===== config.mk =====
export PLATFORM = sky130hd
export DESIGN_NAME = canvas_port_arbiter
export DESIGN_NICKNAME = d
export VERILOG_FILES = /design/src/rtl/canvas_pkg.sv /design/src/rtl/canvas_port_arbiter_clear_sweeper.sv /design/src/rtl/canvas_port_arbiter.sv
export SDC_FILE = /design/constraint.sdc
export NUM_CORES = 1
export LEC_CHECK = 0
export BUFFER_PORTS_ARGS = -buffer_cell sky130_fd_sc_hd__buf_2
export CAP_MARGIN = 20
export CORE_UTILIZATION = 30
export CTS_CLUSTER_DIAMETER = 60
export DETAILED_ROUTE_END_ITERATION = 10
export HOLD_SLACK_MARGIN = 0.02
export MAX_ROUTING_LAYER = met4
export SLEW_MARGIN = 10
export SYNTH_ARGS = -nofsm -noshare
export SYNTH_HDL_FRONTEND = slang
export SYNTH_SLANG_ARGS = --single-unit

===== constraint.sdc =====
create_clock -name clk -period 2.18 [get_ports clk]
set_input_delay 0.436 -clock clk [delete_from_list [all_inputs] [get_ports clk]]
set_output_delay 0.436 -clock clk [all_outputs]
set_load 0.01 [all_outputs]

===== src/rtl/canvas_pkg.sv =====
// Shared canvas definitions used by the port arbiter, the mouse writer and the recognizer.
package canvas_pkg;
  localparam int CANVAS_AW    = 10;
  localparam int CANVAS_DEPTH = 1024;

  typedef enum logic [0:0] {
    IDLE  = 1'b0,
    CLEAR = 1'b1
  } canvas_arb_state_t;
endpackage


===== src/rtl/canvas_port_arbiter_clear_sweeper.sv =====
// Full-canvas clear sweep: walks sweep_addr 0..DEPTH-1 once per start, then pulses done.
module clear_sweeper
  import canvas_pkg::*;
#(
  parameter int DEPTH = CANVAS_DEPTH
) (
  input  logic                 clk,
  input  logic                 rst,
  input  logic                 start,
  output logic [CANVAS_AW-1:0] sweep_addr,
  output logic                 busy,
  output logic                 done
);
  localparam logic [CANVAS_AW-1:0] LAST = CANVAS_AW'(DEPTH - 1);

  // A start while busy is ignored so the sweep cannot be restarted or extended.
  always_ff @(posedge clk) begin
    if (rst) begin
      busy       <= 1'b0;
      done       <= 1'b0;
      sweep_addr <= '0;
    end else begin
      done <= 1'b0;
      if (busy) begin
        if (sweep_addr == LAST) begin
          busy       <= 1'b0;
          done       <= 1'b1;
          sweep_addr <= '0;
        end else begin
          sweep_addr <= sweep_addr + 1'b1;
        end
      end else if (start) begin
        busy       <= 1'b1;
        sweep_addr <= '0;
      end
    end
  end
endmodule


===== src/rtl/canvas_port_arbiter.sv =====
// Owner of the canvas RAM read/write port: read > draw priority with a draw starvation
// guard, plus a hardware clear sweep that locks out both requesters while it runs.
module canvas_port_arbiter
  import canvas_pkg::*;
#(
  parameter int STARVE_LIMIT = 15,
  parameter int DEPTH        = CANVAS_DEPTH
) (
  input  logic                 clk,
  input  logic                 rst,
  input  logic                 draw_req,
  input  logic [CANVAS_AW-1:0] draw_addr,
  input  logic                 draw_data,
  output logic                 draw_gnt,
  input  logic                 rd_req,
  input  logic [CANVAS_AW-1:0] rd_addr,
  output logic                 rd_gnt,
  output logic                 rd_valid,
  output logic                 rd_data,
  input  logic                 clear_start,
  output logic                 clear_busy,
  output logic                 clear_done,
  output logic [CANVAS_AW-1:0] mem_addr,
  output logic                 mem_wdata,
  output logic                 mem_we,
  input  logic                 mem_rdata
);
  // Handshake: a requester holds req and its address/data until its gnt is seen high;
  // gnt is combinational and means the access happens at the edge ending this cycle.
  localparam int SW = $clog2(STARVE_LIMIT + 1);
  localparam logic [SW-1:0] STARVE_MAX = SW'(STARVE_LIMIT);

  canvas_arb_state_t    state;
  logic                 sweep_busy;
  logic                 sweep_done;
  logic [CANVAS_AW-1:0] sweep_addr;
  logic [SW-1:0]        starve_cnt;
  logic                 arb_en;
  logic                 starved;

  clear_sweeper #(.DEPTH(DEPTH)) u_sweeper (
    .clk        (clk),
    .rst        (rst),
    .start      (clear_start),
    .sweep_addr (sweep_addr),
    .busy       (sweep_busy),
    .done       (sweep_done)
  );

  assign state      = sweep_busy ? CLEAR : IDLE;
  assign clear_busy = sweep_busy;
  assign clear_done = sweep_done;

  // Gating with rst keeps the port quiet during reset, so an aborted sweep writes nothing more.
  assign arb_en   = (state == IDLE) && !rst;
  assign starved  = (starve_cnt == STARVE_MAX);
  assign draw_gnt = arb_en && draw_req && (!rd_req || starved);
  assign rd_gnt   = arb_en && rd_req && !(draw_req && starved);

  always_comb begin
    mem_addr  = '0;
    mem_wdata = 1'b0;
    mem_we    = 1'b0;
    if ((state == CLEAR) && !rst) begin
      mem_addr = sweep_addr;
      mem_we   = 1'b1;
    end else if (draw_gnt) begin
      mem_addr  = draw_addr;
      mem_wdata = draw_data;
      mem_we    = 1'b1;
    end else if (rd_gnt) begin
      mem_addr = rd_addr;
    end
  end

  always_ff @(posedge clk) begin
    if (rst) begin
      starve_cnt <= '0;
    end else if (state == IDLE) begin
      if (draw_req && !draw_gnt) begin
        if (!starved) starve_cnt <= starve_cnt + 1'b1;
      end else begin
        starve_cnt <= '0;
      end
    end
  end

  always_ff @(posedge clk) begin
    if (rst) begin
      rd_valid <= 1'b0;
      rd_data  <= 1'b0;
    end else begin
      rd_valid <= rd_gnt;
      if (rd_gnt) rd_data <= mem_rdata;
    end
  end
endmodule


Word-level counts from Yosys, hierarchy flattened
Cells that the tools add are included.
{"block": "totals", "regBits": 18, "output_inout_bits": 18, "wordCells": 46}
{"block": "op_classes", "addsub": 2, "n_eq_ne": 3, "muxes": 17, "bitwise": 2, "n_reduce_logical": 16}
{"op": "two-way mux 10 bit", "count": 6}
{"op": "adder 10 x 1 -> 10 bit, second input constant", "count": 1}
{"op": "equality test 10 bit, second input constant", "count": 1}
{"op": "two-way mux 1 bit", "count": 9}
{"op": "logical AND 1 bit", "count": 8}
{"op": "two-way mux 4 bit", "count": 2}
{"op": "adder 4 x 1 -> 4 bit, second input constant", "count": 1}
{"op": "equality test 4 bit, second input constant", "count": 1}
{"op": "zero test 1 bit", "count": 4}
{"op": "!= test 2 bit, second input constant", "count": 1}
{"op": "NOT 1 bit", "count": 2}
{"op": "AND reduction 2 bit", "count": 1}
{"op": "nonzero test 2 bit", "count": 1}
{"op": "OR reduction 2 bit", "count": 1}
{"op": "logical OR 1 bit", "count": 1}

Depth between registers and ports, before layout
Gate-level depths: netlist (run 1).
{"block": "depth", "ltp_word": 9, "ltp_mapped": 5, "mapped_depth_nobuf": 4}

By module
A second synthesis (run 1) with hierarchy kept.
{"block": "unflattened", "cells_unflattened": 132, "area_unflattened_um2": 1189.9}
{"module": "clear_sweeper", "n_inst": 1, "cells_per_inst": 70, "area_each_um2": 618.1}
{"module": "canvas_port_arbiter", "n_inst": 1, "cells_per_inst": 62, "area_each_um2": 571.8}

Worst setup path after synthesis (run 1)
OpenSTA, ideal clock, no wires.
{"block": "synth_timing", "path_kind": "flip-flop to output port", "from": "reg starve_cnt[0]", "to": "out mem_addr[2]", "arrival_time_ns": 1.478, "slack_ns": 0.266, "stages_incl_launch_ff": 6, "n_path_buf": 1, "cell_sequence": "dfxtp_1 > ha_1 > nand3_4 > a2111oi_4 > buf_6 > a221o_2"}
{"element": "start: declaration", "line_no": "canvas_port_arbiter.sv:37", "rtl": "logic [SW-1:0] starve_cnt;"}
{"element": "start signal: assignment", "line_no": "canvas_port_arbiter.sv:81", "rtl": "if (!starved) starve_cnt <= starve_cnt + 1'b1;"}
{"element": "equality test 4 bit", "line_no": "canvas_port_arbiter.sv:56", "rtl": "assign starved = (starve_cnt == STARVE_MAX);"}
{"element": "logical OR 1 bit", "line_no": "canvas_port_arbiter.sv:57", "rtl": "assign draw_gnt = arb_en && draw_req && (!rd_req || starved);"}
{"element": "logical AND 1 bit", "line_no": "canvas_port_arbiter.sv:57"}
{"element": "via draw_gnt", "line_no": "canvas_port_arbiter.sv:14", "rtl": "output logic draw_gnt,"}
{"element": "two-way mux 10 bit", "line_no": "canvas_port_arbiter.sv:67", "rtl": "end else if (draw_gnt) begin"}
{"element": "two-way mux 10 bit", "line_no": "canvas_port_arbiter.sv:64", "rtl": "if ((state == CLEAR) && !rst) begin"}
{"element": "end: declaration", "line_no": "canvas_port_arbiter.sv:23", "rtl": "output logic [CANVAS_AW-1:0] mem_addr,"}
The timed path passes the listed nets, and every way through them passes these cells.

Worst setup path after layout (run 1)
{"block": "layout_timing", "from": "reg starve_cnt[1]", "to": "out mem_addr[7]"}
{"block": "layout_via", "elab_chain_len": 7}
{"element": "equality test 4 bit (*)", "line_no": "canvas_port_arbiter.sv:56"}
{"element": "logical AND 1 bit", "line_no": "canvas_port_arbiter.sv:58", "rtl": "assign rd_gnt = arb_en && rd_req && !(draw_req && starved);"}
{"element": "zero test 1 bit", "line_no": "canvas_port_arbiter.sv:58"}
{"element": "logical AND 1 bit", "line_no": "canvas_port_arbiter.sv:58"}
{"element": "two-way mux 10 bit", "line_no": "canvas_port_arbiter.sv:71", "rtl": "end else if (rd_gnt) begin"}
{"element": "two-way mux 10 bit (*)", "line_no": "canvas_port_arbiter.sv:67"}
{"element": "two-way mux 10 bit (*)", "line_no": "canvas_port_arbiter.sv:64"}
Mark *: on every way between the ends. The rest lies on a longest branch, timed or not.

==> reports/metrics.yaml, run 1 <==
timing:
  fmax_mhz: 454.0
  min_period_ps: 2203
  rsz0062_at_grt: "true"
  slew_headroom_pct: 54.44
  hold_viol: 0
  setup_viol: 10
  finalMaxSlewViolations: 0
  worst_slew_pin_slew_ps: 677.6
  period_share_pct: 101.0
  final.setup_skew_ps: 6.358
  fin_ws_ps: -22.52
clocking:
  cts_buffer_depth: 2
  insertion_delay_ps: 260
  cts_buffers: 3
  clkTransAtPathRegs_ps: 60
  htreeDepth: 1
  cts_sinks: 18
  root_buffer: "clkbuf_8"
  cts_tree: "built"
die:
  start_util_pct: 32.12
  dieArea_mm2: 0.004295
  core_area_mm2: 0.003771
  die_x_um: 65.54
  die_y_um: 65.54
  row_count: 22
  num_io_pins: 45
worst_setup_path:
  crit_required_ps: 1740
  r2r-start: "u_sweeper.sweep_addr[0]$_SDFFE_PP0P_"
  reg2reg_depth: 4
  timing.critical_path.to_type: "output pin"
  setup.worst_path.class: "reg -> out"
  worstPathArrival_ps: 1770
  critPathMaxFanout: 12
  startpoint_type: "flop"
  rr_endpoint: "u_sweeper.sweep_addr[7]$_SDFFE_PP0P_"
  reg2reg_slack_ps: 320
logic_synthesis:
  yosysMostFrequentCell: "dfxtp_1"
  yosysTopAreaCellShare_pct: 29.75
  synthFlopType: "dfxtp_1"
  synthCells: 138
  synth-async-reset-ratio_pct: 0
  yosysWarnings: 0
  ys_types: 43
  synth-seq-cells: 18
  yosys-top-cells-count: "18 x dfxtp_1, 12 x and2_1, 10 x a221o_2"
  syn_nets: 167
  synth_edf_count: 0
  netlist_top_cells_area: "dfxtp_1 30%, a221o_2 9.3%, and2_1 6.2%, o211ai_1 3.7%, nand2_1 2.5%"
  synth_top_area_cell: "dfxtp_1"
  yosysSeqAreaShare_pct: 29.75
  syn_area_per_cell_um2: 8.777
  syn-cell-area_mm2: 0.001211
routing:
  drt_wl_total_mm: 3.383
  vias: 1316
  drtAntennaViolNets: 0
  routedWlPerCell_um: 14.40
  dr.pass1.iters: 4
  viasPerCell: 5.600
  drt_first_iter_violations: 65
  drc: 0
finish:
  final.fill_count: 357
  fin_util_pct: 44.86
  multi_input_area_um2: 798.3
  finalInstanceArea_mm2: 0.001692
  drive_above_1_share_pct: 43.32
  final_nets: 217
  area_growth_pct: 39.67
  antenna_cells: 0
  ff_latch_area_um2: 367.9
place:
  gp_congestion: 0.8674
  hpwl_mm: 2.389
  port_buffers: 44
  dp_slack_ps: 101.1
  placed_area_mm2: 0.001470
pwr:
  leakage_nw: 0.6589
  ir_worst_vdd_mv: 0.1622
  power.density_mw_per_mm2: 454.8
  power_mw: 0.7694
min_path:
  hold_start: "mem_rdata"
  hp-class: "in -> reg"
  holdPathEnd: "rd_data$_SDFFE_PP0N_"
  holdPathStages: 2
global_routing:
  first_global_vias: 1176
  grtUsageTotal_pct: 16.02
  grt_max_degree: 18
  antenna_found_initial: 0
  overflow: 0
  grt_first_pass_wirelength_mm: 5.133
job:
  drv_cap: 0
run_status:
  status: "finished, violations left"
  violations: "setup timing"
registers in the layout, indices dropped and copies added (netlist names):
signal,flops
rd_data,1
rd_valid,1
u_sweeper.busy,1
u_sweeper.sweep_addr,10
u_sweeper.done,1
starve_cnt,4
worst max-delay path by stage:
stage	startpoint	end	slack, ps	cells past startpoint
2_1_floorplan	starve_cnt[0]$_SDFFE_PP0P_	mem_addr[2]	270	5
3_3_place_gp	starve_cnt[0]$_SDFFE_PP0P_	mem_addr[7]	180	5
3_5_place_dp	starve_cnt[0]$_SDFFE_PP0P_	mem_addr[7]	100	5
4_1_cts	starve_cnt[0]$_SDFFE_PP0P_	mem_addr[0]	20	6
5_1_grt	starve_cnt[1]$_SDFFE_PP0P_	mem_addr[2]	-90	6
6_report	starve_cnt[1]$_SDFFE_PP0P_	mem_addr[7]	-20	6
metal layers:
metal | GRT usage [%] | share of wire [%] | up-vias
met5 | - | 0 | -
li1 | - | - | 633
met3 | 3.646 | 9.2 | 9
met2 | 25.77 | 45 | 65
met1 | 18.59 | 43 | 609
met4 | 8.152 | 2.3 | 0
cells in the final DEF (no fill, tap or decap), types with 3 or more instances in the layout:
master    synthesis  final
buf_4             1     11
nand2_1           8      8
nand3_1           5      5
a31oi_1           3      3
inv_1             4      4
or3_1             3      3
and2_1           12     12
a221o_2          10     10
buf_2             5     31
o21ai_0           4      4
nor2b_1           4      4
nand2b_1          3      3
clkbuf_8          0      4
nand4_1           4      4
dfxtp_1          18     16
nor2_1            3      3
o31ai_1           3      3
buf_6             1     14
o211ai_1          6      6
a21oi_1           5      5
or4_1             3      3
power breakdown:
group          internal [mW]  leakage, nW  switching, mW  total (mW)
logic                 0.0823        0.483         0.0723       0.155
registers              0.334        0.148        0.00771       0.342
clock network          0.161       0.0288          0.113       0.273
stage by stage:
stage               hold slack [ps]  instances  TNS [ps]
floorplan                     448.9        138         0
global placement              465.9        224         0
detailed placement            474.1        224         0
CTS                           411.8        231         0
global route                  420.9        235    -838.2
finish                        416.2        235    -180.7
timing repair:
item	in CTS	in global routing
pin swaps	2	12
setup endpoints to repair	13	13
setup buffers	2	4
hold buffers	0	0
gates cloned	1	0
gates resized for setup	8	16
cells by family after synthesis:
| family | after synthesis | share of synthesized area [%] |
|---|---|---|
| and+or+nand+nor | 61 | 32.13 |
| AOI/OAI and AO/OA | 41 | 29.03 |
| DFF | 18 | 29.75 |
| buffers and inverters | 15 | 6.094 |
| adders and majority gates | 2 | 2.066 |
| muxes | 1 | 0.9297 |
critical path: stages, from the launching register on:
cell and delay, ps:
dfxtp_4 370, ha_4 140, nand3_4 100, buf_4 150, o211a_4 270, a221o_2 350
buf_6 120
area by class of cell:
type                    instances  share of cell area (%)
repair buffers                 56                   23.37
multi-input cells             105                   47.19
flip-flops and latches         18                   21.75
well taps                      48                   3.550
inverters                       4                  0.8876
clock buffers                   4                   3.254
Power figures use the tool's default switching activity.
==> inputs of run 2 (changes only) <==
- CORE_UTILIZATION: 30 -> 48
- PLACE_DENSITY: not set -> 0.78
- TNS_END_PERCENT: not set -> 30
==> run 2 against run 1 <==
  * The flow still finishes with violations (setup timing)
  * Wire length grew 6.7%
  * Maximum frequency shrank 1.9%
  * Worst hold slack lost 51 ps
  * Critical path depth is the same
  * Flip-flop and latch count is the same
  * First-iteration DRC count shrank 17%
  * Non-clock buffer count grew 1
  * Core utilization grew 27 points
  * Clock-buffer cell count is the same
  * Sequential share of layout area grew 0.49 points
  * Die area shrank 36%
  * Clock power shrank 22%
==> reports/metrics.yaml, run 2 (synthesized netlist as in run 1, its figures left out) <==
die:
  core_area_mm2: 0.002297  # was 0.003771 mm²
  die_x_um: 52.23  # was 65.54 µm
  die_y_um: 52.23  # was 65.54 µm
  row_count: 17  # was 22
  num_io_pins: 45  # unchanged
  dieArea_mm2: 0.002728  # was 0.004295 mm²
  start_util_pct: 52.72  # was 32.12%
timing:
  holdWs_ps: 365.2  # was 416.2 ps
  rsz0062_at_grt: "true"  # unchanged
  setup_viol: 13  # was 10
  fin_ws_ps: -66.23  # was -22.52 ps
  fmax_mhz: 445.2  # was 454.0 MHz
  final.setup_skew_ps: 3.032  # was 6.358 ps
  finalMaxSlewViolations: 0  # unchanged
  slew_headroom_pct: 63.91  # was 54.44%
  min_period_ps: 2246  # was 2203 ps
  worst_slew_pin_slew_ps: 539.4  # was 677.6 ps
  period_share_pct: 103.0  # was 101.0%
  hold_viol: 0  # unchanged
finish:
  top_register: "u_sweeper.sweep_addr"  # unchanged
  fin_util_pct: 71.79  # was 44.86%
  final_nets: 218  # was 217
  reg_top3: "u_sweeper.sweep_addr x10, starve_cnt x4"  # unchanged
  finalInstanceArea_mm2: 0.001649  # was 0.001692 mm²
  drive_above_1_share_pct: 44.15  # was 43.32%
  final_cell_mix: "31 x buf_2, 15 x dfxtp_1, 13 x buf_4, 13 x buf_6, 12 x and2_1"  # was 31 x buf_2, 16 x dfxtp_1, 14 x buf_6
  final.fill_count: 178  # was 357
  mostFrequentLayoutCell: "buf_2"  # unchanged
  largest_reg_flops: 10  # unchanged
  area_growth_pct: 36.16  # was 39.67%
  antenna_cells: 0  # unchanged
routing:
  viasPerCell: 6.292  # was 5.600
  drt_first_iter_violations: 54  # was 65
  routedWlPerCell_um: 16.72  # was 14.40 µm
  wl_met3_um: 347  # was 311 µm
  wl_met2_mm: 1.810  # was 1.528 mm
  top_layer_used: "met4"  # unchanged
  drt-met1-wl_mm: 1.409  # was 1.464 mm
  drtAntennaViolNets: 0  # unchanged
  drt_wl_total_mm: 3.611  # was 3.383 mm
  vias: 1359  # was 1,316
  dr.pass1.iters: 4  # unchanged
  drc: 0  # unchanged
worst_setup_path:
  critPathMaxFanout: 6  # was 12
  timing.critical_path.to_type: "output pin"  # unchanged
  worstPathArrival_ps: 1810  # was 1770 ps
  startpoint_type: "flop"  # unchanged
  setup.worst_path.class: "reg -> out"  # unchanged
  crit_required_ps: 1740  # about the same
clocking:
  cts_buffers: 3  # unchanged
  htreeDepth: 1  # unchanged
  cts_buffer_depth: 2  # unchanged
  root_buffer: "clkbuf_4"  # was clkbuf_8
  insertion_delay_ps: 310  # was 260 ps
  cts_tree: "built"  # unchanged
  cts_sinks: 18  # unchanged
  clkTransAtPathRegs_ps: 100  # was 60 ps
  hold_buffers: 0  # unchanged
place:
  placed_area_mm2: 0.001445  # was 0.001470 mm²
  port_buffers: 44  # unchanged
  gp_congestion: 0.8671  # was 0.8674
  hpwl_mm: 2.288  # was 2.389 mm
global_routing:
  first_global_vias: 1258  # was 1,176
  overflow: 0  # unchanged
  grtUsageTotal_pct: 28.71  # was 16.02%
  antenna_found_initial: 0  # unchanged
  grt_max_degree: 23  # was 18
  grt_first_pass_wirelength_mm: 5.547  # was 5.133 mm
run_status:
  violations: "setup timing"  # unchanged
  status: "finished, violations left"  # unchanged
pwr:
  power_mw: 0.7097  # was 0.7694 mW
  ir_worst_vdd_mv: 0.3411  # was 0.1622 mV
  power.density_mw_per_mm2: 430.4  # was 454.8 mW/mm²
  leakage_nw: 0.6561  # was 0.6589 nW
job:
  drv_cap: 0  # unchanged
min_path:
  hp-class: "in -> reg"  # unchanged
[run 2: changes by cell type in the layout (fill, tap and decap cells not counted), sizes merged]
cell	delta
buf	+1
[run 2: metal layers]
metal,GRT usage [%],vias to the layer above
li1,-,641
met1,31.90,624
met2,51.07,89
met3,3.188,5
met4,13.60,0
met5,-,-
[run 2: critical path: stages (launching register included)]
cell and delay (ps):
dfxtp_2 380, ha_4 160, nand3_4 110, a2111oi_4 380, buf_4 210, a221o_2 170, buf_6 100
[run 2: final timing paths]
kind | end | cells after the start | slack [ps] | start
setup / recovery | mem_addr[9] | 6 | -70 | starve_cnt[1]$_SDFFE_PP0P_
hold / removal | rd_data$_SDFFE_PP0N_ | 2 | 370 | mem_rdata
setup reg to reg | u_sweeper.sweep_addr[7]$_SDFFE_PP0P_ | 5 | 320 | u_sweeper.sweep_addr[0]$_SDFFE_PP0P_
hold reg to reg | u_sweeper.sweep_addr[8]$_SDFFE_PP0P_ | 1 | 560 | u_sweeper.sweep_addr[8]$_SDFFE_PP0P_
[run 2: timing repair]
| action | in CTS | in global routing |
|---|---|---|
| pin swaps | 12 | 1 |
| buffers inserted | 5 | 2 |
| gates resized for setup | 22 | 1 |
| cloned | 1 | 0 |
| endpoints found under the setup margin | 13 | 13 |
[run 2: final cells by class]
| type | count | area [µm²] | share of cell area (%) |
|---|---|---|---|
| sequential | 18 | 366.6 | 22.23 |
| clock buffer | 4 | 36.28 | 2.200 |
| tap | 28 | 35.03 | 2.124 |
| inverter | 4 | 15.01 | 0.9105 |
| multi-input combinational | 105 | 797.0 | 48.33 |
| timing repair buffer | 57 | 399.1 | 24.20 |
[run 2: power breakdown]
group | internal (mW) | switching (mW)
logic | 0.0812 | 0.0707
registers | 0.335 | 0.0100
clock network | 0.102 | 0.111
[run 2: metrics by stage]
| step | instances | TNS (ps) | worst slack (ps) |
|---|---|---|---|
| after detailed placement | 204 | 0 | 90.29 |
| after floorplan | 138 | 0 | 265.9 |
| after global routing | 216 | -1025 | -115.7 |
| final | 216 | -433.2 | -66.23 |
| after CTS | 214 | -212.5 | -33.35 |
| after global placement | 204 | 0 | 185.9 |
